### config.mk
export PLATFORM = sky130hd
export DESIGN_NAME = clk_div_seq
export DESIGN_NICKNAME = d
export VERILOG_FILES = /design/src/rtl/clk_div_seq_pkg.sv /design/src/rtl/clk_div_seq_core.sv /design/src/rtl/clk_div_seq.sv
export SDC_FILE = /design/constraint.sdc
export NUM_CORES = 1
export LEC_CHECK = 0
export CORE_MARGIN = 2
export CORE_UTILIZATION = 35
export CTS_CLUSTER_SIZE = 10
export DETAILED_ROUTE_END_ITERATION = 8
export PLACE_DENSITY = 0.62
export SETUP_SLACK_MARGIN = 0.02
export SYNTH_ARGS = -nofsm -noshare
export SYNTH_HDL_FRONTEND = slang
export SYNTH_SLANG_ARGS = --single-unit
### constraint.sdc
create_clock -name clk -period 3.55 [get_ports clk]
set_clock_uncertainty 0.2 [all_clocks]
set_input_delay 0.8875 -clock clk [delete_from_list [all_inputs] [get_ports clk]]
set_output_delay 0.8875 -clock clk [all_outputs]
set_load 0.005 [all_outputs]
### src/rtl/clk_div_seq_pkg.sv
// clk_div_seq_pkg: shared types and defaults for the clk_div_seq divider.
//   state_t       : sequencer states (IDLE, RUN)
//   DIV_W_DEF     : default width of the ratio field
//   DEF_RATIO_DEF : default ratio loaded at reset (R=1 -> period of 4 clk)
package clk_div_seq_pkg;
  localparam int DIV_W_DEF     = 8;
  localparam int DEF_RATIO_DEF = 1;

  typedef enum logic {
    IDLE = 1'b0,
    RUN  = 1'b1
  } state_t;
endpackage

### src/rtl/clk_div_seq_core.sv
// clk_div_seq_core: phase counter and out_clk toggle.
//   clk, reset : clock, async active-high reset
//   run        : divider should be running in the coming cycle
//   ratio      : R; each out_clk phase lasts R+1 clk cycles
//   out_clk    : registered divided clock
//   boundary   : last cycle of a low phase while running (period end)
module clk_div_seq_core
  import clk_div_seq_pkg::*;
#(
  parameter int DIV_W = DIV_W_DEF
) (
  input  logic             clk,
  input  logic             reset,
  input  logic             run,
  input  logic [DIV_W-1:0] ratio,
  output logic             out_clk,
  output logic             boundary
);
  logic             active;
  logic [DIV_W-1:0] cnt;

  always_ff @(posedge clk or posedge reset) begin
    if (reset) begin
      active  <= 1'b0;
      cnt     <= '0;
      out_clk <= 1'b0;
    end else begin
      active <= run;
      if (!run) begin
        cnt     <= '0;
        out_clk <= 1'b0;
      end else if (!active) begin
        // first running cycle always starts a fresh high phase
        cnt     <= '0;
        out_clk <= 1'b1;
      end else if (cnt == ratio) begin
        cnt     <= '0;
        out_clk <= ~out_clk;
      end else begin
        cnt <= cnt + 1'b1;
      end
    end
  end

  assign boundary = active & ~out_clk & (cnt == ratio);
endmodule

### src/rtl/clk_div_seq.sv
// clk_div_seq: programmable clock divider with ratio handshake.
//   clk, reset  : clock, async active-high reset
//   en          : level request to run; sampled only at period boundaries
//   cfg_valid   : new ratio offered
//   cfg_ratio   : offered ratio R (phase = R+1 cycles)
//   cfg_ready   : no ratio pending, new one can be accepted
//   out_clk     : registered divided clock
//   period_done : one-cycle pulse after each completed period
//   busy        : sequencer in RUN
//   period_cnt  : (only with CLK_DIV_SEQ_CNT_EN) 16-bit count of periods
module clk_div_seq
  import clk_div_seq_pkg::*;
#(
  parameter int DIV_W     = DIV_W_DEF,
  parameter int DEF_RATIO = DEF_RATIO_DEF
) (
  input  logic             clk,
  input  logic             reset,
  input  logic             en,
  input  logic             cfg_valid,
  input  logic [DIV_W-1:0] cfg_ratio,
  output logic             cfg_ready,
  output logic             out_clk,
  output logic             period_done,
`ifdef CLK_DIV_SEQ_CNT_EN
  output logic [15:0]      period_cnt,
`endif
  output logic             busy
);
  state_t           state_q, state_d;
  logic             pend_q;
  logic [DIV_W-1:0] pend_val;
  logic [DIV_W-1:0] r_q;
  logic             boundary;
  logic             run;
  logic             accept;
  logic             apply;

  // ratio changes only land between periods; in IDLE there is no period
  // to protect, so a pending ratio lands right away
  assign accept = cfg_valid & ~pend_q;
  assign apply  = pend_q & (boundary | (state_q == IDLE));

  always_comb begin
    state_d = state_q;
    case (state_q)
      IDLE:    if (en) state_d = RUN;
      RUN:     if (boundary && !en) state_d = IDLE;
      default: state_d = IDLE;
    endcase
  end

  assign run = (state_d == RUN);

  always_ff @(posedge clk or posedge reset) begin
    if (reset) begin
      state_q     <= IDLE;
      pend_q      <= 1'b0;
      pend_val    <= '0;
      r_q         <= DIV_W'(DEF_RATIO);
      period_done <= 1'b0;
    end else begin
      state_q     <= state_d;
      period_done <= boundary;
      if (accept) begin
        pend_q   <= 1'b1;
        pend_val <= cfg_ratio;
      end else if (apply) begin
        pend_q <= 1'b0;
        r_q    <= pend_val;
      end
    end
  end

  assign cfg_ready = ~pend_q;
  assign busy      = (state_q == RUN);

  clk_div_seq_core #(.DIV_W(DIV_W)) u_core (
    .clk      (clk),
    .reset    (reset),
    .run      (run),
    .ratio    (r_q),
    .out_clk  (out_clk),
    .boundary (boundary)
  );

`ifdef CLK_DIV_SEQ_CNT_EN
  always_ff @(posedge clk or posedge reset) begin
    if (reset)            period_cnt <= '0;
    else if (period_done) period_cnt <= period_cnt + 16'd1;
  end
`endif
endmodule
### Word level (Yosys, flattened, before mapping)

Index checks and enable logic that the tools add are counted.

* divide/modulo/power cells: 0
* mux-type cells: 11
* add/sub/neg operators: 1
* reduce and logical (&&, ||, !) cells: 4
* eq/ne operators: 2
* bitwise gates (word level): 9
* magnitude comparators: 0
* multipliers: 0
* shifts and indexed selects: 0

Operator list (number)
* 8-bit two-way mux: 3
* 8-bit by 1-bit adder with 8-bit output (second input constant): 1
* 8-bit equality test: 1
* 1-bit two-way mux: 7
* 1-bit AND: 4
* 1-bit inverter: 4
* 3-bit != test (second input constant): 1
* 1-bit one-hot mux with 2 select lines: 1
* 2-bit AND reduction: 1
* 2-bit nonzero test: 1
* 1-bit logical AND: 1
* 1-bit zero test: 1
* 1-bit bitwise OR: 1

* latch bits: 0
* bits in writable memories: 0
* flip-flop bits (word level): 28
* memories kept: 0
* output and inout bits: 4
* memory bits (read-only): 0
* word-level logic and storage cells: 34
* input bits: 12

### Depth between registers and ports, before layout

Gate-level depths: netlist (run 1).

* depth in word-level cells: 7
* gate-level depth with buffers: 6
* gate-level depth less buffers: 4

### Modules after synthesis

From an unflattened synthesis (run 1), not the netlist that was laid out.

* cell total of the unflattened synthesis: 94
* area, all modules: 1263.7 µm²

By module, submodules not included
* clk_div_seq: times used 1, cells each 43, sequential area each 476.7 µm², area each 747.0 µm²
* clk_div_seq_core: times used 1, cells each 51, sequential area each 250.2 µm², area each 516.7 µm²

### Least setup slack after synthesis (run 1)

OpenSTA, ideal clock, no wires.

* path kind: input port to flip-flop
* start: input port cfg_valid
* end: register pend_val[0]
* cell stages on the path: 3
* data required time: 3.225 ns
* slack: 1.720 ns
* arrival: 1.505 ns
* library setup time: 0.125 ns
* buffers on the path: 1
* cell sequence: nor2b_1 -> buf_2 -> mux2_2

* longest elaborated chain between the ends: 1

RTL lines
* start: declaration: RTL line clk_div_seq.sv:20 `input logic cfg_valid,`
* 1-bit AND: RTL line clk_div_seq.sv:41 `assign accept = cfg_valid & ~pend_q;`
* end signal: assignment: RTL line clk_div_seq.sv:67 `pend_val <= cfg_ratio;`
* end: declaration: RTL line clk_div_seq.sv:32 `logic [DIV_W-1:0] pend_val;`

No other way between the ends.
A chain may end at the register's enable or synchronous reset.

==> results by group, run 1 <==
Layout
  • Fin util: 42.19%
  • # diodes: 0
  • Filler cells: 401
  • Area growth from synthesis to layout: 17.06%
  • Nets: 169
  • Most frequent cells in the layout: dfrtp_1 (27), nand3_1 (19), clkdlybuf4s50_1 (15)
  • Share of cells above drive strength 1: 17.42%
  • Most common cell after layout, fill and taps aside: dfrtp_1

Setup path
  • Crit path buf inv count: 1
  • WP data required: 2.46 ns
  • Kind of critical path: reg -> out
  • CP Cell Sequence: clkdlybuf4s50_1
  • Critical path's top delay family: flip-flops
  • Worst-path cell with the longest stage delay: dfrtp_1
  • CP endpoint kind: output port
  • CP Data Arrival Time: 1.81 ns
  • Worst-path maximum fanout: 28
  • Critical path's largest stage delay: 0.90 ns
  • CP startpoint kind: flip-flop
  • Flop-to-flop setup slack: 1.71 ns

Synth
  • Syn. warnings: 0
  • Syn Inst Count: 142
  • Register area share after synthesis: 45.35%
  • Post-synth cell types: 29
  • Yosys reg bits: 28
  • Mapped Area: 0.001548 mm^2
  • Avg Cell Area, Syn: 10.90 um^2
  • Post-Syn Nets: 155

Timing
  • Setup violations, final: 0
  • Max Slew Vio Count: 0
  • Relative slew slack: 44.45%
  • Crit share post-route: 81.73%
  • RSZ-0062 raised after global routing: no
  • Worst-margin pin slew: 0.8333 ns
  • Max Clk Rate: 0.3447 GHz
  • Min cycle time layout: 2.901 ns
  • Hold slack: 0.3492 ns
  • Setup TNS: 0 ns
  • Final Hold Fails: 0

Power and ir drop
  • Peak supply drop: 0.3016 mV
  • Final Power: 1.099 mW
  • Lkg Pwr: 0.7183 nW
  • PD cells: 606.6 mW/mm^2

Placed design
  • Routability cong.: 0.8163
  • IO buf count: 15
  • DP HPWL: 2329 um

Floorplanning
  • Die area: 0.004970 mm^2
  • Row Count: 24
  • I/O pins: 16
  • Die height: 70.50 um
  • Die width: 70.50 um
  • Initial Util: 36.04%
  • Core area: 0.004294 mm^2

Route
  • Via density: 5.522
  • Pre-antenna DRT Iters: 5
  • Final ANT Viol Nets: 0
  • DR vias: 1,143
  • # DRC: 0
  • Drt wl/cell: 14.77 um
  • Final WL: 3057 um
  • Iteration-0 DRC Markers: 59

CTS
  • Clock tree buffer depth: 2
  • Worst-path clk slew: 0.09 ns
  • CTS tree: done
  • Clock Root Buffer: clkbuf_8
  • Inserted Clock Buffers: 3
  • # resized after CTS: 0
  • Hold Buf Count CTS: 0
  • Clock sink total: 28
  • # H-tree levels: 1
  • # Post-CTS Setup Buffers: 0
  • Clk_lat worst skew: 0.28 ns

GRT
  • Number of global-route vias before repair: 1,133
  • First-pass GRT wire length: 5402 um
  • Grt ovf: 0
  • Largest net degree at the start of global routing: 29
  • Initial antenna violation count: 0
  • GRT Util Overall: 13.70%

Run status
  • Status: finished, final reports clean

Min path
  • Hold Path Class: reg -> reg

Run
  • Max_cap viols: 0
cell usage after synthesis, drive strengths merged:
master    n  area, um^2
a21oi     8       40.04
a32o      2       20.02
and3      3       18.77
and4      2       17.52
buf       3       15.01
clkbuf    4       15.01
dfrtp    27       675.7
dfstp     1       26.28
ha        1       12.51
inv       3       11.26
mux2      8       90.09
nand2     7       28.78
nand2b    1       6.260
nand3    19       95.09
nand4     5       61.31
nor2      8       30.03
nor2b     2       12.51
nor3b     1       7.510
o211ai   13       97.59
o21ai     7       46.30
o21bai    1       7.510
o2bb2ai   1       8.760
o31ai     1       21.27
xnor2     9       138.9
xor2      5       43.79
stage by stage:
step                      setup WS, ns  instance area (um^2)  cells
final                           0.6486                  1812    207
after global routing            0.5330                  1812    207
after CTS                       0.6593                  1812    207
after detailed placement        0.8845                  1740    203
after global placement          0.9769                  1740    203
after floorplan                  1.720                  1548    142
where the power goes:
group	internal, mW	leakage [nW]	switching [mW]
sequential	0.408	0.308	0.121
combinational	0.175	0.375	0.144
clock	0.151	0.0357	0.0987
routing by layer:
metal,track usage [%],up-vias,part of all wire (%)
met3,3.463,2,4.8
met2,22.22,37,49
li1,-,545,-
met5,0,-,0
met1,18.22,559,45
met4,3.846,0,0.59
path summary, 6_finish.rpt:
check                               from       endpoint  depth (start not counted)
max                        u_core.active           busy                          1
min                          pend_val[0]    pend_val[0]                          1
max reg2reg                u_core.active         r_q[3]                          4
min reg2reg                  pend_val[0]    pend_val[0]                          1
max in group asynchronous          reset         r_q[0]                          3
min in group asynchronous          reset  u_core.cnt[0]                          3
cells by family after synthesis:
group	after synthesis	synth area share, %
and+or+nand+nor	48	17.95
AOI/OAI and AO/OA	33	15.60
DFF	28	45.35
xor gates and xnor gates	14	11.80
buffers and inverters	10	2.667
muxes	8	5.821
adders and majority gates	1	0.8083
registers in the layout, indices dropped and copies added, names as in the netlist:
register        cells
pend_val            8
r_q                 8
u_core.cnt          8
pend_q              1
period_done         1
u_core.active       1
u_core.out_clk      1
layout make-up:
cell class | count | area (um^2) | share of cell area, %
Tap cell | 52 | 65.06 | 3.591
Sequential cell | 28 | 701.9 | 38.74
Clock buffer | 3 | 41.29 | 2.279
Clock inverter | 1 | 30.03 | 1.657
Multi-Input combinational cell | 104 | 804.5 | 44.41
Inverter | 3 | 11.26 | 0.6215
Timing Repair Buffer | 16 | 157.7 | 8.702
Note: power is estimated with default switching activity, not from simulation.
==> run 2: changes to the inputs <==
Settings changed: PLACE_DENSITY 0.62 to 0.64.
Clock period 3.55 ns to 2.6 ns, I/O delays scaled along.
==> results by group, run 2 (same netlist as run 1, synthesis figures left out) <==
Run status
  • Status: finished, final reports clean

Run
  • Max_cap viols: 0

Placed design
  • Routability cong.: 0.7241
  • DP Worst Slack: 0.5223 ns
  • IO buf count: 15
  • Cells after DPL: 206
  • DP HPWL: 2223 um

Timing
  • Final Hold Fails: 0
  • Relative slew slack: 70.48%
  • Hold slack: 0.3452 ns
  • Fin worst setup slack: 0.2598 ns
  • Worst-margin pin slew: 0.4428 ns
  • Setup TNS: 0 ns
  • Crit share post-route: 90.01%
  • Min cycle time layout: 2.340 ns
  • Max Slew Vio Count: 0
  • Setup violations, final: 0
  • Max Clk Rate: 0.4273 GHz
  • RSZ-0062 raised after global routing: no

Route
  • Pre-antenna DRT Iters: 4
  • Via density: 5.367
  • Final WL: 3021 um
  • # DRC: 0
  • Drt wl/cell: 14.39 um
  • Iteration-0 DRC Markers: 70
  • DR vias: 1,127
  • Final ANT Viol Nets: 0

Power and ir drop
  • PD cells: 787.4 mW/mm^2
  • Lkg Pwr: 0.7262 nW
  • Peak supply drop: 0.3500 mV

Layout
  • Biggest regs: pend_val x8, r_q x8, u_core.cnt x8
  • Layout Cells excl Fill: 210
  • Nets: 172
  • Most common cell after layout, fill and taps aside: dfrtp_1
  • Most frequent cells in the layout: dfrtp_1 (27), nand3_1 (19), clkdlybuf4s50_1 (15)
  • Area growth from synthesis to layout: 17.46%
  • Filler cells: 400
  • # diodes: 0
  • Share of cells above drive strength 1: 18.99%

Setup path
  • Kind of critical path: reg -> out
  • Critical path's largest stage delay: 0.63 ns
  • Worst-path maximum fanout: 13
  • CP endpoint kind: output port
  • CP startpoint kind: flip-flop
  • Worst-path cell with the longest stage delay: dfrtp_1
  • CP Cell Sequence: clkdlybuf4s50_1
  • Crit path buf inv count: 1
  • WP data required: 1.75 ns
  • Critical path's top delay family: flip-flops
  • CP Data Arrival Time: 1.49 ns

Floorplanning
  • Core area: 0.004294 mm^2
  • Die height: 70.50 um
  • I/O pins: 16
  • Initial Util: 36.04%
  • Die width: 70.50 um
  • Die area: 0.004970 mm^2
  • Row Count: 24

CTS
  • # Post-CTS Setup Buffers: 0
  • Clock tree buffer depth: 2
  • # H-tree levels: 1
  • # resized after CTS: 0
  • Clock Root Buffer: clkbuf_8
  • Hold Buf Count CTS: 0
  • Worst-path clk slew: 0.09 ns
  • Clock sink total: 28
  • Clk_lat worst skew: 0.28 ns
  • Inserted Clock Buffers: 3
  • CTS tree: done

GRT
  • First-pass GRT wire length: 5602 um
  • Grt ovf: 0
  • Initial antenna violation count: 0
  • GRT Util Overall: 14.07%
  • Largest net degree at the start of global routing: 29
  • Number of global-route vias before repair: 1,205

Min path
  • Hold Path Class: reg -> reg
run 2: cell count changes in the layout (fill, tap and decap cells not counted):
cell / delta
clkbuf_8: +1
bufinv_16: -1
buf_4: +3
run 2: path summary, 6_finish.rpt:
kind | cells past startpoint | endpoint | start | slack (ns)
worst max register to register | 4 | u_core.out_clk | r_q[0] | 0.84
worst min register to register | 1 | pend_val[6] | pend_val[6] | 0.35
worst min-delay path | 1 | pend_val[6] | pend_val[6] | 0.35
min in group asynchronous | 3 | r_q[7] | reset | 0.54
max in group asynchronous | 3 | r_q[0] | reset | 1.36
worst max-delay path | 1 | out_clk | u_core.out_clk | 0.26
run 2: metal layers:
metal	GRT usage [%]	wire length, um	vias up
met1	17.78	1362	551
met3	3.463	106	4
met5	0	0	-
met2	24.00	1525	23
li1	-	-	549
met4	3.846	26	0
run 2: layout make-up:
type	count	area, um^2	share of cell area [%]
Multi-Input combinational cell	104	804.5	44.25
Clock buffer	4	55.05	3.028
Inverter	3	11.26	0.6194
Sequential cell	28	701.9	38.61
Timing Repair Buffer	19	180.2	9.911
Tap cell	52	65.06	3.579
run 2: through the flow:
stage | power [mW] | util (%) | instance area, um^2
global route | 1.558 | 42.34 | 1818
global placement | 1.149 | 41.05 | 1763
detailed placement | 1.179 | 41.05 | 1763
CTS | 1.455 | 42.34 | 1818
floorplan | 1.048 | - | 1548
finish | 1.432 | 42.34 | 1818
run 2: report_power, final:
group	switching [mW]	internal (mW)	leakage, nW
registers	0.166	0.558	0.308
clock network	0.132	0.136	0.0288
logic	0.196	0.244	0.390
total	0.494	0.937	0.726
==> run 3: changes to the inputs <==
Settings changed: CTS_BUF_LIST set to sky130_fd_sc_hd__clkbuf_8, CTS_CLUSTER_SIZE 10 to not set, PLACE_DENSITY 0.64 to 0.65, SYNTH_HIERARCHICAL set to 1.
==> results by group, run 3 <==
Synth
  • Most common cell in the netlist: dfrtp_1
  • Avg Cell Area, Syn: 13.44 um^2
  • Largest family of logic cells by synthesized area: multiplexers
  • Ys flop type: dfrtp_1
  • Top cells by area, synth: dfrtp_1 (55%), mux2_4 (9.5%), mux2_2 (7.1%), xnor2_1 (6.9%), xor2_1 (2.8%)
  • Post-synth cell types: 27
  • Asr flop ratio synth: 100.0%
  • Post-Syn Nets: 107
  • Post-synth EDFFs: 0
  • Yosys reg bits: 29
  • Post-synth top area cell: dfrtp_1
  • XOR/XNOR Fraction of Synth Area: 9.703%
  • Syn. warnings: 6
  • Mapped Area: 0.001264 mm^2
  • Top cells by count, synth: dfrtp_1 (28), xnor2_1 (10), mux2_2 (8), mux2_4 (8), nor2_1 (8)
  • Complex-gate fraction of the synthesized area: 2.079%
  • Adder-Cell Fraction of Synth Area: 0.9901%
  • Synth top area share: 55.45%
  • Register area share after synthesis: 57.52%
  • Syn Inst Count: 94
  • Simple-gate share of the synthesized area: 10.69%
  • Post-synthesis mux area share: 16.63%

Power and ir drop
  • Switching share of power: 30.35%
  • P_int: 1.227 mW
  • Switching power total: 0.5348 mW
  • PD cells: 1134 mW/mm^2
  • Final Power: 1.762 mW
  • Lkg Pwr: 0.6879 nW
  • Comb pwr share: 32.9%
  • Seq pwr share: 46.6%
  • Clock share of power: 20.5%
  • Peak supply drop: 0.6546 mV

Timing
  • RSZ-0062 raised after global routing: no
  • Relative slew slack: 53.28%
  • Max Slew Vio Count: 0
  • Fin worst setup slack: 0.2700 ns
  • Worst-margin pin slew: 0.7001 ns
  • Min cycle time layout: 2.330 ns
  • Crit share post-route: 89.62%
  • Max Clk Rate: 0.4292 GHz
  • Hold slack: 0.3086 ns
  • Final Hold Fails: 0
  • Setup violations, final: 0
  • Setup TNS: 0 ns

Setup path
  • Kind of critical path: reg -> reg
  • WP data required: 2.53 ns
  • Critical path's top delay family: simple AND/OR/NAND/NOR gates
  • CP startpoint kind: flip-flop
  • Worst-path cell with the longest stage delay: dfstp_2
  • Crit path buf inv count: 0
  • CP Cell Sequence: xnor2_1, nand4_1, nor3_1, nand2b_4, or2b_1, o211ai_1, nor2_1
  • Critical path's largest stage delay: 0.53 ns
  • Worst-path maximum fanout: 8
  • CP Data Arrival Time: 2.26 ns
  • CP endpoint kind: flip-flop

Layout
  • Fin util: 45.85%
  • Layout Cells excl Fill: 162
  • # diodes: 0
  • Biggest regs: pend_val x8, r_q x8, u_core/cnt x8
  • Nets: 129
  • Area growth from synthesis to layout: 22.97%
  • Most common cell after layout, fill and taps aside: dfrtp_1
  • Fin area: 0.001554 mm^2
  • Share of cells above drive strength 1: 24.14%
  • Most frequent cells in the layout: dfrtp_1 (28), clkdlybuf4s50_1 (15), xnor2_1 (10)

CTS
  • # Post-CTS Setup Buffers: 0
  • Clock tree buffer depth: 2
  • Clk_lat worst skew: 0.27 ns
  • Inserted Clock Buffers: 5
  • Clock Root Buffer: clkbuf_8
  • # resized after CTS: 0
  • CTS tree: done
  • Clock sink total: 29
  • # H-tree levels: 2
  • Worst-path clk slew: 0.06 ns
  • Hold Buf Count CTS: 0

Floorplanning
  • Die area: 0.004108 mm^2
  • Initial Util: 37.28%
  • Die height: 64.09 um
  • Die width: 64.09 um
  • Row Count: 21
  • Core area: 0.003390 mm^2
  • I/O pins: 16

Placed design
  • DP HPWL: 1491 um
  • IO buf count: 15
  • Cells after DPL: 155
  • DP Worst Slack: 0.2541 ns
  • Routability cong.: 0.7652
  • Placed inst area: 0.001468 mm^2

Run
  • Max_cap viols: 0

Route
  • Final WL: 2048 um
  • DR vias: 748
  • Final ANT Viol Nets: 0
  • Via density: 4.617
  • # DRC: 0
  • Drt wl/cell: 12.64 um
  • Pre-antenna DRT Iters: 4
  • Iteration-0 DRC Markers: 9

GRT
  • Grt ovf: 0
  • GRT Util Overall: 11.93%
  • Number of global-route vias before repair: 805
  • First-pass GRT wire length: 3608 um
  • Largest net degree at the start of global routing: 20
  • Initial antenna violation count: 0

Min path
  • Hold Path Class: reg -> reg

Run status
  • Status: finished, final reports clean
-- run 3: cell types whose count changed after synthesis, sizes merged, moves of 4 or more --
| cell | delta |
|---|---|
| nand3 | -17 |
| o21ai | -6 |
| o211ai | -12 |
| mux2 | +8 |
| a21oi | -8 |
| nand2 | -5 |
| clkbuf | -4 |
-- run 3: layer usage --
layer | up-vias | routed length [um] | global-route usage (%)
met2 | 13 | 975 | 19.14
met4 | 0 | 51 | 7.979
met1 | 374 | 943 | 13.62
met5 | - | 0 | 0
met3 | 5 | 77 | 3.697
li1 | 356 | - | -
-- run 3: area by class of cell --
cell class | instances | area [um^2]
clock buffer | 6 | 82.58
clock inverter | 1 | 3.754
fill | 318 | 1836
inverter | 5 | 18.77
multi-input combinational | 59 | 506.7
sequential | 29 | 726.9
tap | 46 | 57.56
timing repair buffer | 16 | 157.7
-- run 3: kinds of logic after synthesis --
group | Yosys count
mux | 16
simple gates | 24
fa+ha+maj | 1
xor+xnor | 14
buf+inv | 6
compound gates | 4
flops | 29
-- run 3: worst paths after layout --
| path | depth (start not counted) | end | slack (ns) | from |
|---|---|---|---|---|
| max | 7 | u_core/cnt[2] | 0.27 | r_q[0] |
| min | 1 | u_core/out_clk | 0.31 | u_core/active |
| max reg2reg | 7 | u_core/cnt[2] | 0.27 | r_q[0] |
| min reg2reg | 1 | u_core/out_clk | 0.31 | u_core/active |
| max in group asynchronous | 2 | pend_val[7] | 1.14 | reset |
| min in group asynchronous | 2 | u_core/out_clk | 0.49 | reset |
-- run 3: power groups by stage --
stage / clock [mW] / combinational (mW) / sequential [mW]
6_report: 0.361 / 0.580 / 0.821
3_5_place_dp: 0 / 0.585 / 0.827
2_1_floorplan: 0 / 0.471 / 0.779
4_1_cts: 0.368 / 0.590 / 0.823
5_1_grt: 0.396 / 0.636 / 0.851
3_3_place_gp: 0 / 0.569 / 0.822
